$ cat src/rtl/miner_pkg.sv
// Shared constants and types for the hasher dispatch controller.
package miner_pkg;

  localparam logic [31:0] TARGET     = 32'ha41f32e7;
  localparam logic [3:0]  NONCE_SPAN = 4'd8;

  typedef enum logic [1:0] {
    IDLE  = 2'd0,
    FLUSH = 2'd1,
    RUN   = 2'd2
  } ctrl_state_t;

endpackage

$ cat src/rtl/golden_fifo.sv
// Small synchronous FIFO that queues golden nonces for the serial transmitter.
module golden_fifo #(
  parameter int DEPTH = 4
) (
  input  logic        hash_clk,
  input  logic        reset,
  input  logic        push,
  input  logic [31:0] din,
  input  logic        pop,
  output logic [31:0] dout,
  output logic        full,
  output logic        empty
);

  localparam int AW = $clog2(DEPTH);

  logic [31:0]   mem_q [DEPTH];
  logic [AW-1:0] wr_ptr_q, rd_ptr_q;
  logic [AW:0]   count_q;
  logic          wr_en, rd_en;

  assign full  = (count_q == (AW+1)'(DEPTH));
  assign empty = (count_q == '0);
  assign dout  = mem_q[rd_ptr_q];

  // A pop in the same cycle frees the slot, so a full FIFO still accepts the push.
  assign wr_en = push && (!full || pop);
  assign rd_en = pop && !empty;

  always_ff @(posedge hash_clk) begin
    if (wr_en) mem_q[wr_ptr_q] <= din;
  end

  always_ff @(posedge hash_clk) begin
    if (reset) begin
      wr_ptr_q <= '0;
      rd_ptr_q <= '0;
      count_q  <= '0;
    end else begin
      if (wr_en) wr_ptr_q <= wr_ptr_q + AW'(1);
      if (rd_en) rd_ptr_q <= rd_ptr_q + AW'(1);
      count_q <= count_q + (AW+1)'(wr_en) - (AW+1)'(rd_en);
    end
  end

endmodule

$ cat src/rtl/hash_dispatch_ctrl.sv
// Sequencer for the folded SHA-256 hasher: round counter, nonce stream,
// result blanking, target screening and golden-nonce transmit handshake.
//   state | meaning
//   IDLE  | hasher held, nonce parked at range base
//   FLUSH | hasher running, stale results suppressed
//   RUN   | hasher running, results screened against TARGET
module hash_dispatch_ctrl
  import miner_pkg::*;
#(
  parameter int          LOOP_LOG2     = 1,
  parameter logic [31:0] GOLDEN_OFFSET = 32'd33,
  parameter logic [7:0]  BLANK_CYCLES  = 8'd66,
  parameter int          FIFO_DEPTH    = 4
) (
  input  logic                 hash_clk,
  input  logic                 reset,
  input  logic                 halt,
  input  logic [3:0]           dip,
  input  logic                 work_new,
  input  logic [31:0]          hash_hi,
  input  logic                 tx_busy,
  output logic [LOOP_LOG2-1:0] cnt,
  output logic                 feedback,
  output logic [31:0]          nonce,
  output logic                 tx_send,
  output logic [31:0]          tx_word,
  output logic                 range_wrap,
  output logic                 fifo_overflow
);

  ctrl_state_t          state_q;
  logic [LOOP_LOG2-1:0] cnt_q, cnt_d;
  logic                 feedback_q, fb_dly_q;
  logic [31:0]          nonce_q, nonce_base;
  logic [7:0]           blank_q;
  logic                 range_wrap_q;
  logic                 match_q, push_q;
  logic                 tx_send_q, overflow_q;
  logic [31:0]          tx_word_q;
  logic                 check, pop;
  logic                 fifo_full, fifo_empty;
  logic [31:0]          fifo_dout;

  assign nonce_base = {dip, 28'h0};
  assign cnt_d      = cnt_q + LOOP_LOG2'(1);

  always_ff @(posedge hash_clk) begin
    if (reset) begin
      state_q      <= IDLE;
      cnt_q        <= '0;
      feedback_q   <= 1'b0;
      nonce_q      <= nonce_base;
      blank_q      <= '0;
      range_wrap_q <= 1'b0;
    end else begin
      range_wrap_q <= 1'b0;
      if (halt) begin
        state_q    <= IDLE;
        cnt_q      <= '0;
        feedback_q <= 1'b0;
        nonce_q    <= nonce_base;
      end else begin
        case (state_q)
          IDLE: begin
            cnt_q      <= '0;
            feedback_q <= 1'b0;
            nonce_q    <= nonce_base;
            if (work_new) begin
              state_q <= FLUSH;
              blank_q <= BLANK_CYCLES;
            end
          end
          FLUSH, RUN: begin
            if (work_new) begin
              state_q    <= FLUSH;
              blank_q    <= BLANK_CYCLES;
              cnt_q      <= '0;
              feedback_q <= 1'b0;
              nonce_q    <= nonce_base;
            end else begin
              cnt_q      <= cnt_d;
              feedback_q <= (cnt_d != '0);
              if (state_q == FLUSH) begin
                blank_q <= blank_q - 8'd1;
                if (blank_q == 8'd1) state_q <= RUN;
              end
              // Wrap overrides the FLUSH countdown above when both land together.
              if (cnt_d == '0) begin
                if (nonce_q[31:28] == dip + NONCE_SPAN) begin
                  nonce_q      <= nonce_base;
                  range_wrap_q <= 1'b1;
                  state_q      <= FLUSH;
                  blank_q      <= BLANK_CYCLES;
                end else begin
                  nonce_q <= nonce_q + 32'd1;
                end
              end
            end
          end
          default: state_q <= IDLE;
        endcase
      end
    end
  end

  assign check = (state_q == RUN) && !fb_dly_q;
  assign pop   = !fifo_empty && !tx_busy && !tx_send_q;

  always_ff @(posedge hash_clk) begin
    if (reset) begin
      fb_dly_q   <= 1'b0;
      match_q    <= 1'b0;
      push_q     <= 1'b0;
      tx_send_q  <= 1'b0;
      tx_word_q  <= '0;
      overflow_q <= 1'b0;
    end else begin
      fb_dly_q  <= feedback_q;
      match_q   <= check && (hash_hi == TARGET);
      push_q    <= match_q;
      tx_send_q <= pop;
      if (pop) tx_word_q <= fifo_dout;
      if (push_q && fifo_full && !pop) overflow_q <= 1'b1;
    end
  end

  golden_fifo #(.DEPTH(FIFO_DEPTH)) u_fifo (
    .hash_clk (hash_clk),
    .reset    (reset),
    .push     (push_q),
    .din      (nonce_q - GOLDEN_OFFSET),
    .pop      (pop),
    .dout     (fifo_dout),
    .full     (fifo_full),
    .empty    (fifo_empty)
  );

  assign cnt           = cnt_q;
  assign feedback      = feedback_q;
  assign nonce         = nonce_q;
  assign tx_send       = tx_send_q;
  assign tx_word       = tx_word_q;
  assign range_wrap    = range_wrap_q;
  assign fifo_overflow = overflow_q;

endmodule

$ cat config.mk
export PLATFORM = sky130hd
export DESIGN_NAME = hash_dispatch_ctrl
export DESIGN_NICKNAME = d
export VERILOG_FILES = /design/src/rtl/miner_pkg.sv /design/src/rtl/golden_fifo.sv /design/src/rtl/hash_dispatch_ctrl.sv
export SDC_FILE = /design/constraint.sdc
export NUM_CORES = 1
export LEC_CHECK = 0
export ABC_CLOCK_PERIOD_IN_PS = 4330
export BUFFER_PORTS_ARGS = -buffer_cell sky130_fd_sc_hd__buf_2
export CORE_ASPECT_RATIO = 1.5
export CORE_MARGIN = 2
export CORE_UTILIZATION = 39
export CTS_BUF_LIST = sky130_fd_sc_hd__clkbuf_4 sky130_fd_sc_hd__clkbuf_8 sky130_fd_sc_hd__clkbuf_16
export DETAILED_ROUTE_END_ITERATION = 7
export GPL_TIMING_DRIVEN = 1
export PLACE_DENSITY_LB_ADDON = 0.08
export SYNTH_ARGS = -nofsm -noshare
export SYNTH_HDL_FRONTEND = slang
export SYNTH_HIERARCHICAL = 1
export SYNTH_SLANG_ARGS = --single-unit
$ cat constraint.sdc
create_clock -name hash_clk -period 4.33 [get_ports hash_clk]
set_input_delay 0.433 -clock hash_clk [delete_from_list [all_inputs] [get_ports hash_clk]]
set_output_delay 0.433 -clock hash_clk [all_outputs]
set_load 0.03 [all_outputs]
==> results by group, run 1 <==
Pwr
  • P_leak: 3.42 nW
  • Power per Cell Area: 385 mW/mm²
  • Max IR drop VDD: 0.262 mV

Final layout
  • Layout cell share with drive strength beyond 1: 0.237
  • Nets: ~900
  • FF/Latch Area: 0.00569 mm²
  • Layout area overhead: 16.0%
  • Filler-free cell count of the finished design: 1,180
  • N_diodes: 0
  • FILL cells: ~2,200
  • Multi-input gate area: about 0.0033 mm²

Routing
  • Post-route DRC violation count: 0
  • 1st-iter DRT viols: 254
  • Post-DR wirelength/cell: 18.2 µm
  • Via Count: 6,019
  • 1st-pass router iterations: 5
  • WL final: 21,500 µm
  • Vias per cell: 5.10
  • ANT nets after route: 0

Global routing
  • Vias in the first global route: around 6,000
  • Largest net degree at the start of global routing: 43
  • First-pass GRT wire length: 33,900 µm
  • Initial antenna violation count: 0
  • Gr usage total: 0.173
  • Total grt overflow: 0

Min path
  • Min-Delay Path Class: in -> reg
  • Hold endpoint: match_q
  • Worst hold path depth: 3
  • Hold_sp: hash_hi[0]

Worst setup path
  • Worst reg2reg path depth: 13
  • Crit path DAT: 3370 ps
  • Critical-path maximum fanout: 34
  • Max incr delay on CP: 450 ps
  • Critical Path Sink Type: register
  • Setup CP Type: reg -> reg
  • R2R Setup Slk: 1330 ps
  • Crit-path cells: nor3_1 -> or3_1 -> inv_1 -> buf_4 -> o31ai_1 -> inv_1 -> ha_1 -> inv_1 -> ha_1 -> fa_1 -> xnor2_1 -> xnor2_1 -> nor2_1
  • Critical Path RT: 4700 ps
  • Slowest cell on the critical path: dfxtp_1
  • CP dominant cell by count: inv_1
  • R2r endpoint: u_fifo/count_q[2]
  • R2R Path Start: u_fifo/count_q[1]
  • Startpoint types: register

STA
  • RSZ-0062 raised after global routing: false
  • Period minus WS final: ~3000 ps
  • Final hold vios: 0
  • Max-slew violations: 0
  • Slew @ Worst Pin: 1220 ps
  • Final Skew: approximately 20 ps
  • Fmax: 0.334 GHz
  • Relative slew slack: 0.184
  • Count of final setup violators: 0
  • Tcrit/Tclk final: 0.692
  • Setup TNS: 0 ps

Synthesis
  • Synth cell count leaders: edfxtp_1 (132), nand2_1 (92), dfxtp_1 (86)
  • Synth Cell Area: 0.00931 mm²
  • Share of the synthesized area in the top cell type: 0.426
  • Post-synthesis sequential area ratio: 0.611
  • Post-synth EDFFs: 132
  • Avg Inst Size Synth: 12.4 µm²
  • Ys Warns: 6
  • Synth cell types: 56
  • Synthesized flop and latch total: 218
  • Area leader, netlist: edfxtp_1
  • Asr flop ratio synth: 0
  • Post-Syn Instances: 749
  • Post-Syn Nets: 805
  • Top_reg_cell synth: edfxtp_1
  • Top post-synthesis cells by area: edfxtp_1 (43%), dfxtp_1 (18%), mux4_2 (7.7%)
  • Most common cell in the netlist: edfxtp_1

Run status
  • Outcome: finished clean

Clock network
  • # hold bufs at CTS: 0
  • PostCTS Resize Cnt: 0
  • Htree depth: 1
  • Clock root cell: clkbuf_16
  • CTS tree: done
  • Num CTS Buffers: 22
  • Clock Sink Count: 218
  • Clock-pin slew on the worst setup and hold paths: approximately 60 ps
  • Max clock buf depth: 3
  • Setup Fix Bufs, Post-CTS: 0
  • Clk_lat worst skew: 510 ps

Floorplanning
  • Chip width: 130 µm
  • Initial Util: 0.395
  • Die height: 193 µm
  • Row count: 69
  • I/O pin total: 110
  • Die ar.: ~0.025 mm²
  • Core footprint: 0.0236 mm²

Place
  • Final HPWL DP: 14,600 µm
  • RD Place Congestion: 0.842
  • Placed cells: 1,140
  • Port Buffers: 109

Run
  • Max-cap check violation count: 0
==> critical path, delay by kind of cell (launching register included) <==
| kind | cells | cell delay [ps] |
|---|---|---|
| AOI/OAI and AO/OA | 1 | 190 |
| xor gates and xnor gates | 2 | 370 |
| adders and majority gates | 3 | 680 |
| buffers and inverters | 4 | 600 |
| DFF | 1 | 450 |
| and+or+nand+nor | 3 | 570 |
==> layout make-up <==
cell class | instances | area share
inverter | 25 | 0.00869
clock inverter | 11 | 0.00730
tap | 319 | 0.0370
clock buffer | 29 | 0.0586
sequential | 218 | 0.527
multi-input combinational | 465 | 0.309
timing repair buffer | 113 | 0.0533
==> power breakdown <==
group	internal, mW	switching (mW)
combinational	0.0371	0.0588
clock	1.09	0.772
sequential	2.19	0.00915
total	3.31	0.840
==> stage by stage <==
stage / setup slack, ps / hold slack, ps / util / area [µm²] / power [mW]
floorplan: 1180 / 414 / - / 9310 / 2.30
global placement: 1510 / 441 / 0.428 / 10100 / 2.34
detailed placement: 1360 / 443 / 0.428 / 10100 / 2.34
CTS: 1310 / 173 / 0.458 / 10800 / 4.21
global route: 1110 / 174 / 0.458 / 10800 / 4.30
finish: 1330 / 189 / 0.458 / 10800 / 4.15
==> kinds of logic after synthesis <==
group	after synthesis	synth area share
AOI/OAI and AO/OA	69	0.0431
xor gates and xnor gates	66	0.0621
adders and majority gates	15	0.0210
buffers and inverters	66	0.0323
DFF	218	0.611
muxes	34	0.0801
and+or+nand+nor	281	0.151
==> placed cells by master, fill, tap and decap left out, types with 17 or more instances in the layout <==
master,count
dfxtp_1,84
xnor2_1,18
nand4_1,25
nor2_1,64
inv_1,25
a21oi_1,41
buf_2,109
xor2_1,48
nor3_1,17
nand2_1,92
clkbuf_16,23
mux4_2,32
edfxtp_1,132
==> registers in the layout, indices dropped and copies added (netlist names), 2 cells and up, named ones only <==
name / count
u_fifo/wr_ptr_q: 2
u_fifo/rd_ptr_q: 2
blank_q: 8
state_q: 2
nonce: 32
tx_word: 32
u_fifo/mem_q: 128
u_fifo/count_q: 3
==> routing by layer <==
metal  wire length [µm]  up-vias  track usage
met3                843       30       0.0293
met5                  0        -            0
met4                518        0       0.0510
li1                   -     2905            -
met1               8990     2962        0.218
met2              11100      122        0.302
==> worst max-delay path by stage <==
stage | start | endpoint | depth (start not counted)
after CTS | u_fifo/count_q[1] | u_fifo/count_q[2] | 13
final | u_fifo/count_q[1] | u_fifo/count_q[2] | 13
after global routing | u_fifo/count_q[1] | u_fifo/count_q[2] | 13
after floorplan | u_fifo/count_q[1] | u_fifo/count_q[2] | 15
after detailed placement | u_fifo/count_q[1] | u_fifo/count_q[2] | 13
after global placement | tx_busy | u_fifo/count_q[2] | 13
Note: power is estimated with default switching activity, not from simulation.
==> inputs of run 2 (changes only) <==
--- a/config.mk
+++ b/config.mk
@@ -5,7 +5,7 @@
 export SDC_FILE = /design/constraint.sdc
 export NUM_CORES = 1
 export LEC_CHECK = 0
-export ABC_CLOCK_PERIOD_IN_PS = 4330
+export ABC_CLOCK_PERIOD_IN_PS = 2420
 export BUFFER_PORTS_ARGS = -buffer_cell sky130_fd_sc_hd__buf_2
 export CORE_ASPECT_RATIO = 1.5
 export CORE_MARGIN = 2
==> constraint.sdc (replaced) <==
create_clock -name hash_clk -period 2.42 [get_ports hash_clk]
set_input_delay 0.242 -clock hash_clk [delete_from_list [all_inputs] [get_ports hash_clk]]
set_output_delay 0.242 -clock hash_clk [all_outputs]
set_load 0.03 [all_outputs]
==> run 2 against run 1 <==
Against the previous run:
- setup slack worse by 1300 ps
- final area is 6.3% higher
- clock skew is 11 ps lower
- die area stayed put
- sequential power is 79% higher
- clock-buffer cell count is 3 higher
- worst hold slack worse by 130 ps
- sequential share of layout area is 3.1 points lower
- flip-flop and latch count stayed put
- via count is 4.3% higher
- largest power group unchanged
- highest routed layer unchanged
==> results by group, run 2 (synthesis results as in run 1) <==
Place
  • Placed cells: 1,198 (+5.1%)
  • Placed Area: 0.0106 mm² (+5.3%)
  • Final HPWL DP: 15,800 µm (+8.3%)
  • Port Buffers: 109 (unchanged)
  • Pre-CTS setup slack: -87.7 ps (-1450 ps)
  • RD Place Congestion: 0.867 (+3.0%)

Final layout
  • Top reg by flops: u_fifo/mem_q
  • FF/Latch Area: 0.00569 mm² (about the same)
  • Commonest non-fill, non-tap cell in the layout: edfxtp_1
  • Multi-input gate area: 0.00339 mm² (+1.7%)
  • Most frequent cells in the layout: edfxtp_1 (132), buf_2 (109), nand2_1 (91), dfxtp_1 (82), nor2_1 (64)
  • Layout cell share with drive strength beyond 1: 0.302 (+0.0653)
  • Layout area overhead: 23.4%
  • Final core utilization: 0.487 (+0.0289)
  • N_diodes: 0 (unchanged)
  • Nets: 963 (+6.9%)
  • Finished Cell Area: 0.0115 mm² (+6.3%)
  • Max reg flops: 128 (unchanged)
  • FILL cells: 2,145 (-3.9%)
  • Filler-free cell count of the finished design: 1,242 (+5.3%)

Floorplanning
  • Initial Util: 0.395 (unchanged)
  • I/O pin total: 110 (unchanged)
  • Chip width: 130 µm (unchanged)
  • Die ar.: 0.0251 mm² (unchanged)
  • Row count: 69 (unchanged)
  • Core footprint: 0.0236 mm² (unchanged)
  • Die height: 193 µm (unchanged)

Routing
  • 1st-pass router iterations: 4 (-1)
  • ANT nets after route: 0 (unchanged)
  • Post-route DRC violation count: 0 (unchanged)
  • Vias per cell: 5.05 (-0.95%)
  • 1st-iter DRT viols: 292 (+15%)
  • Post-DR wirelength/cell: 17.6 µm (-3.3%)
  • Via Count: 6,275 (+4.3%)
  • WL final: 21,800 µm (+1.8%)

Clock network
  • Clock root cell: clkbuf_16
  • Clk_lat worst skew: 490 ps (-20 ps)
  • CTS tree: done
  • Max clock buf depth: 3 (unchanged)
  • Clock-pin slew on the worst setup and hold paths: 60 ps (about the same)
  • Num CTS Buffers: 22 (unchanged)
  • Htree depth: 1 (unchanged)
  • Clock Sink Count: 218 (unchanged)

Global routing
  • Largest net degree at the start of global routing: 46 (+7.0%)
  • Initial antenna violation count: 0 (unchanged)
  • First-pass GRT wire length: 35,600 µm (+4.8%)
  • Vias in the first global route: 6,680 (+11%)
  • Total grt overflow: 0 (unchanged)
  • Gr usage total: 0.178 (+0.00519)

Worst setup path
  • Crit path DAT: 2760 ps (-610 ps)
  • Setup CP Type: reg -> reg
  • Critical-path maximum fanout: 3 (-91%)
  • Critical Path Sink Type: register
  • R2R Path Start: u_fifo/count_q[2]
  • R2R Setup Slk: 30 ps (-1310 ps)
  • R2r endpoint: u_fifo/count_q[2]
  • Worst reg2reg path depth: 13 (unchanged)
  • Startpoint types: register
  • Critical Path RT: 2780 ps (-1920 ps)

Min path
  • Hold_sp: dip[0]
  • Min-Delay Path Class: in -> reg
  • Hold endpoint: nonce[28]
  • Worst hold path depth: 3 (unchanged)

STA
  • Count of final setup violators: 0 (unchanged)
  • Tcrit/Tclk final: 0.989 (+0.297)
  • Relative slew slack: 0.407 (+0.223)
  • Fmax: 0.418 GHz (+25%)
  • Setup TNS: 0 ps (unchanged)
  • Period minus WS final: 2390 ps (-603 ps)
  • Max-slew violations: 0 (unchanged)
  • Final worst setup slack: 25.9 ps (-1310 ps)
  • Final Skew: 8.94 ps (-11.2 ps)
  • Slew @ Worst Pin: 882 ps (-342 ps)
  • RSZ-0062 raised after global routing: true
  • Worst hold slack: 54.2 ps (-134 ps)
  • Final hold vios: 0 (unchanged)

Pwr
  • Power per Cell Area: 671 mW/mm² (+75%)
  • Pwr Total: 7.71 mW (+86%)
  • Max IR drop VDD: 0.428 mV (+63%)
  • P_leak: 3.81 nW (+12%)

Run status
  • Outcome: finished clean

Run
  • Max-cap check violation count: 0 (unchanged)
==> run 2: cell types whose count changed in the layout (fill, tap and decap cells not counted), sizes merged <==
cell / change
bufinv: +2
clkbuf: +3
dlygate4sd3: +3
buf: +59
clkinvlp: +1
clkinv: -6
==> run 2: how the worst max path moves through the flow <==
| stage | to | start | cells past startpoint |
|---|---|---|---|
| final | u_fifo/count_q[2] | u_fifo/count_q[2] | 13 |
| after global routing | u_fifo/count_q[2] | u_fifo/count_q[0] | 13 |
| after CTS | u_fifo/count_q[2] | u_fifo/count_q[2] | 13 |
| after detailed placement | u_fifo/count_q[2] | u_fifo/count_q[2] | 13 |
| after global placement | u_fifo/count_q[2] | u_fifo/count_q[1] | 13 |
| after floorplan | u_fifo/count_q[2] | u_fifo/count_q[1] | 15 |
==> run 2: area by class of cell <==
class                   count  share of cell area
inverters                  25             0.00883
multi-input cells         465               0.295
well taps                 319              0.0348
repair buffers            175              0.0978
clock buffers              32              0.0571
flip-flops and latches    218               0.496
clock inverters             8              0.0105
==> run 2: worst max-delay path, stage by stage (launching register included) <==
cell and delay [ps]:
dfxtp_2 350, nor3_4 50, or3_4 390, inv_6 80, inv_4 30, a21boi_4 120, inv_1 60, ha_1 270
inv_1 40, ha_2 170, fa_2 350, xnor2_2 140, xnor2_1 150, nor2_1 60
==> run 2: layer usage <==
metal	global-route usage	share of wire	wire length, µm
met1	0.228	0.42	9130
met2	0.314	0.52	11300
met3	0.0252	0.044	971
met4	0.0470	0.019	416
met5	0	0	0
==> run 2: where the power goes <==
part / switching (mW) / internal [mW] / total [mW]
combinational: 0.112 / 0.0762 / 0.188
clock: 1.39 / 2.21 / 3.59
sequential: 0.0114 / 3.91 / 3.93
total: 1.51 / 6.20 / 7.71
==> run 2: timing repair <==
action / CTS / global route
hold endpoints to repair: 1 / 0
endpoints found under the setup margin: 1 / 37
hold buffers: 3 / 0
pin swaps: 6 / 2
gates cloned: 0 / 0
resized for setup: 1 / 7
setup buffers: 1 / 0
==> inputs of run 3 (changes only) <==
--- a/config.mk
+++ b/config.mk
@@ -8,7 +8,7 @@
 export ABC_CLOCK_PERIOD_IN_PS = 2420
 export BUFFER_PORTS_ARGS = -buffer_cell sky130_fd_sc_hd__buf_2
 export CORE_ASPECT_RATIO = 1.5
-export CORE_MARGIN = 2
+export CORE_MARGIN = 1
 export CORE_UTILIZATION = 39
 export CTS_BUF_LIST = sky130_fd_sc_hd__clkbuf_4 sky130_fd_sc_hd__clkbuf_8 sky130_fd_sc_hd__clkbuf_16
 export DETAILED_ROUTE_END_ITERATION = 7
==> run 3 against run 2 <==
Against the previous run:
- flip-flop and latch count did not move
- sequential share of layout area about the same
- register-to-register slack about the same
- final cell count shrank 0.72%
- worst hold slack improved by 2.8 ps
- clock-buffer cell count is 4 lower
- critical path depth did not move
- via count about the same
- die area fell by 2.6%
- critical endpoint unchanged
- largest power group unchanged
- highest routed layer unchanged
==> results by group, run 3 (synthesis results as in run 1) <==
Pwr
  • Internal power: 6.32 mW (+1.9%)
  • Sw Ratio: 0.192 (-0.00410)
  • Comb power frac: 0.023 (about the same)
  • P_leak: 3.78 nW (-0.95%)
  • Max IR drop VDD: 0.512 mV (+20%)
  • Power per Cell Area: 681 mW/mm² (+1.5%)
  • Psw: 1.50 mW (-0.72%)
  • Clk network pwr share: 0.474 (+0.008)
  • Sequential share of power: 0.502 (-0.007)
  • Pwr Total: 7.82 mW (+1.4%)

Global routing
  • Total grt overflow: 0 (unchanged)
  • Vias in the first global route: 6,546 (-2.0%)
  • Gr usage total: 0.180 (+0.00202)
  • First-pass GRT wire length: 34,300 µm (-3.6%)
  • Largest net degree at the start of global routing: 44 (-4.3%)
  • Initial antenna violation count: 0 (unchanged)

STA
  • Max-slew violations: 0 (unchanged)
  • RSZ-0062 raised after global routing: true
  • Setup TNS: 0 ps (unchanged)
  • Slew @ Worst Pin: 569 ps (-313 ps)
  • Worst hold slack: 57.0 ps (+2.81 ps)
  • Final worst setup slack: 20.9 ps (-5.07 ps)
  • Final hold vios: 0 (unchanged)
  • Fmax: 0.417 GHz (-0.21%)
  • Relative slew slack: 0.617 (+0.211)
  • Period minus WS final: 2400 ps (+5.07 ps)
  • Count of final setup violators: 0 (unchanged)
  • Final Skew: 10.0 ps (+1.06 ps)
  • Tcrit/Tclk final: 0.991 (+0.00210)

Worst setup path
  • Critical Path RT: 2790 ps (about the same)
  • Critical Path Sink Type: register
  • Worst Path Buf+Inv: 4 (unchanged)
  • Critical-path maximum fanout: 4 (+1)
  • R2R Path Start: u_fifo/count_q[1]
  • Slowest cell on the critical path: or3_4
  • Worst reg2reg path depth: 13 (unchanged)
  • R2r endpoint: u_fifo/count_q[2]
  • Max incr delay on CP: 390 ps (about the same)
  • Crit path DAT: 2770 ps (about the same)
  • Crit-path cells: nor3_2 -> or3_4 -> inv_6 -> inv_4 -> a21boi_4 -> inv_2 -> ha_4 -> inv_2 -> ha_4 -> fa_2 -> xnor2_2 -> xnor2_1 -> nor2_1
  • Top Family by Delay on Critical Path: adder cells
  • Startpoint types: register
  • R2R Setup Slk: 20 ps (about the same)
  • Setup CP Type: reg -> reg

Final layout
  • Most frequent cells in the layout: edfxtp_1 (132), buf_2 (109), nand2_1 (92), dfxtp_1 (82), nor2_1 (64)
  • Top reg by flops: u_fifo/mem_q
  • N_diodes: 0 (unchanged)
  • Layout area overhead: 23.3% (about the same)
  • Layout cell share with drive strength beyond 1: 0.301 (-0.00162)
  • Commonest non-fill, non-tap cell in the layout: edfxtp_1
  • FILL cells: 2,079 (-3.1%)
  • Nets: 958 (-0.52%)
  • Max reg flops: 128 (unchanged)
  • Finished Cell Area: 0.0115 mm² (about the same)

Place
  • Final HPWL DP: 14,900 µm (-5.3%)
  • Pre-CTS setup slack: -91.4 ps (-3.68 ps)
  • Port Buffers: 109 (unchanged)
  • RD Place Congestion: 0.819 (-5.6%)
  • Placed Area: 0.0106 mm² (-0.52%)

Routing
  • 1st-iter DRT viols: 281 (-3.8%)
  • ANT nets after route: 0 (unchanged)
  • WL final: 21,300 µm (-2.4%)
  • Post-DR wirelength/cell: 17.3 µm (-1.7%)
  • Via Count: 6,278 (+0.048%)
  • Post-route DRC violation count: 0 (unchanged)
  • Vias per cell: 5.09 (+0.78%)
  • 1st-pass router iterations: 4 (unchanged)

Clock network
  • Clock root cell: clkbuf_16
  • Clock Sink Count: 218 (unchanged)
  • Clk_lat worst skew: 490 ps (about the same)
  • Num CTS Buffers: 22 (unchanged)
  • Clock-pin slew on the worst setup and hold paths: 70 ps (about the same)
  • Max clock buf depth: 3 (unchanged)
  • Htree depth: 1 (unchanged)
  • CTS tree: done

Min path
  • Min-Delay Path Class: in -> reg
  • Worst hold path depth: 3 (unchanged)
  • Hold endpoint: nonce[30]
  • Hold_sp: dip[2]

Floorplanning
  • Row count: 68 (-1.4%)
  • I/O pin total: 110 (unchanged)
  • Core footprint: 0.0232 mm² (-1.4%)
  • Initial Util: 0.401 (+0.00581)
  • Die height: 191 µm (-1.0%)
  • Die ar.: 0.0245 mm² (-2.6%)
  • Chip width: 128 µm (-1.5%)

Run status
  • Outcome: finished clean

Run
  • Max-cap check violation count: 0 (unchanged)
## run 3: cell count changes in the layout (fill, tap and decap cells not counted), moves of 2 or more
cell / change
buf_4: -3
bufinv_16: +2
clkbuf_4: -2
clkbuf_8: -2
clkinv_1: +2
ha_4: +2
inv_1: -2
inv_2: +2
xor2_1: -2
xor2_2: +2
## run 3: layer usage
metal  part of all wire  track usage
met1               0.41        0.216
met2               0.52        0.325
met3              0.040       0.0246
met4              0.029       0.0697
met5                  0            0
## run 3: layout make-up
cell class              count  area (µm²)  share of cell area
inverters                  25         101             0.00883
clock inverters            12         188              0.0164
multi-input cells         465        3410               0.297
clock buffers              28         613              0.0534
flip-flops and latches    218        5690               0.496
well taps                 315         394              0.0344
repair buffers            170        1070              0.0933
## run 3: repair_timing
| item | in CTS | in global routing |
|---|---|---|
| buffers inserted | 0 | 2 |
| cloned | 0 | 0 |
| endpoints found under the setup margin | 1 | 49 |
| resized for setup | 1 | 10 |
| pin swaps | 3 | 3 |
| endpoints found under the hold margin | 1 | 0 |
| hold buffers | 2 | 0 |
## run 3: power groups by stage
stage               Clock (mW)  Combinational, mW  Sequential (mW)
floorplan                    0             0.0961             4.02
global placement             0              0.176             4.01
detailed placement           0              0.183             4.01
CTS                       3.81              0.185             3.93
global route              3.96              0.204             3.92
finish                    3.71              0.184             3.93
## run 3: worst min-delay path, delay by kind of cell
| kind | cells | cell delay (ps) |
|---|---|---|
| simple gates | 1 | 40 |
| buf+inv | 1 | 90 |
| compound gates | 1 | 60 |
## run 3: how the worst max path moves through the flow
stage                            from           endpoint  slack (ps)  cells past startpoint
finish              u_fifo/count_q[1]  u_fifo/count_q[2]          20                     13
global route        u_fifo/count_q[0]  u_fifo/count_q[2]         -90                     13
CTS                 u_fifo/count_q[1]  u_fifo/count_q[2]         0.4                     13
detailed placement            tx_busy  u_fifo/count_q[2]         -90                     13
global placement              tx_busy  u_fifo/count_q[2]          -6                     13
floorplan           u_fifo/count_q[1]  u_fifo/count_q[2]        -260                     15
## run 3: per-stage QoR
step | utilization | std cells
global route | 0.494 | 1233
CTS | 0.491 | 1231
detailed placement | 0.455 | 1189
floorplan | - | 749
global placement | 0.455 | 1189
finish | 0.494 | 1233
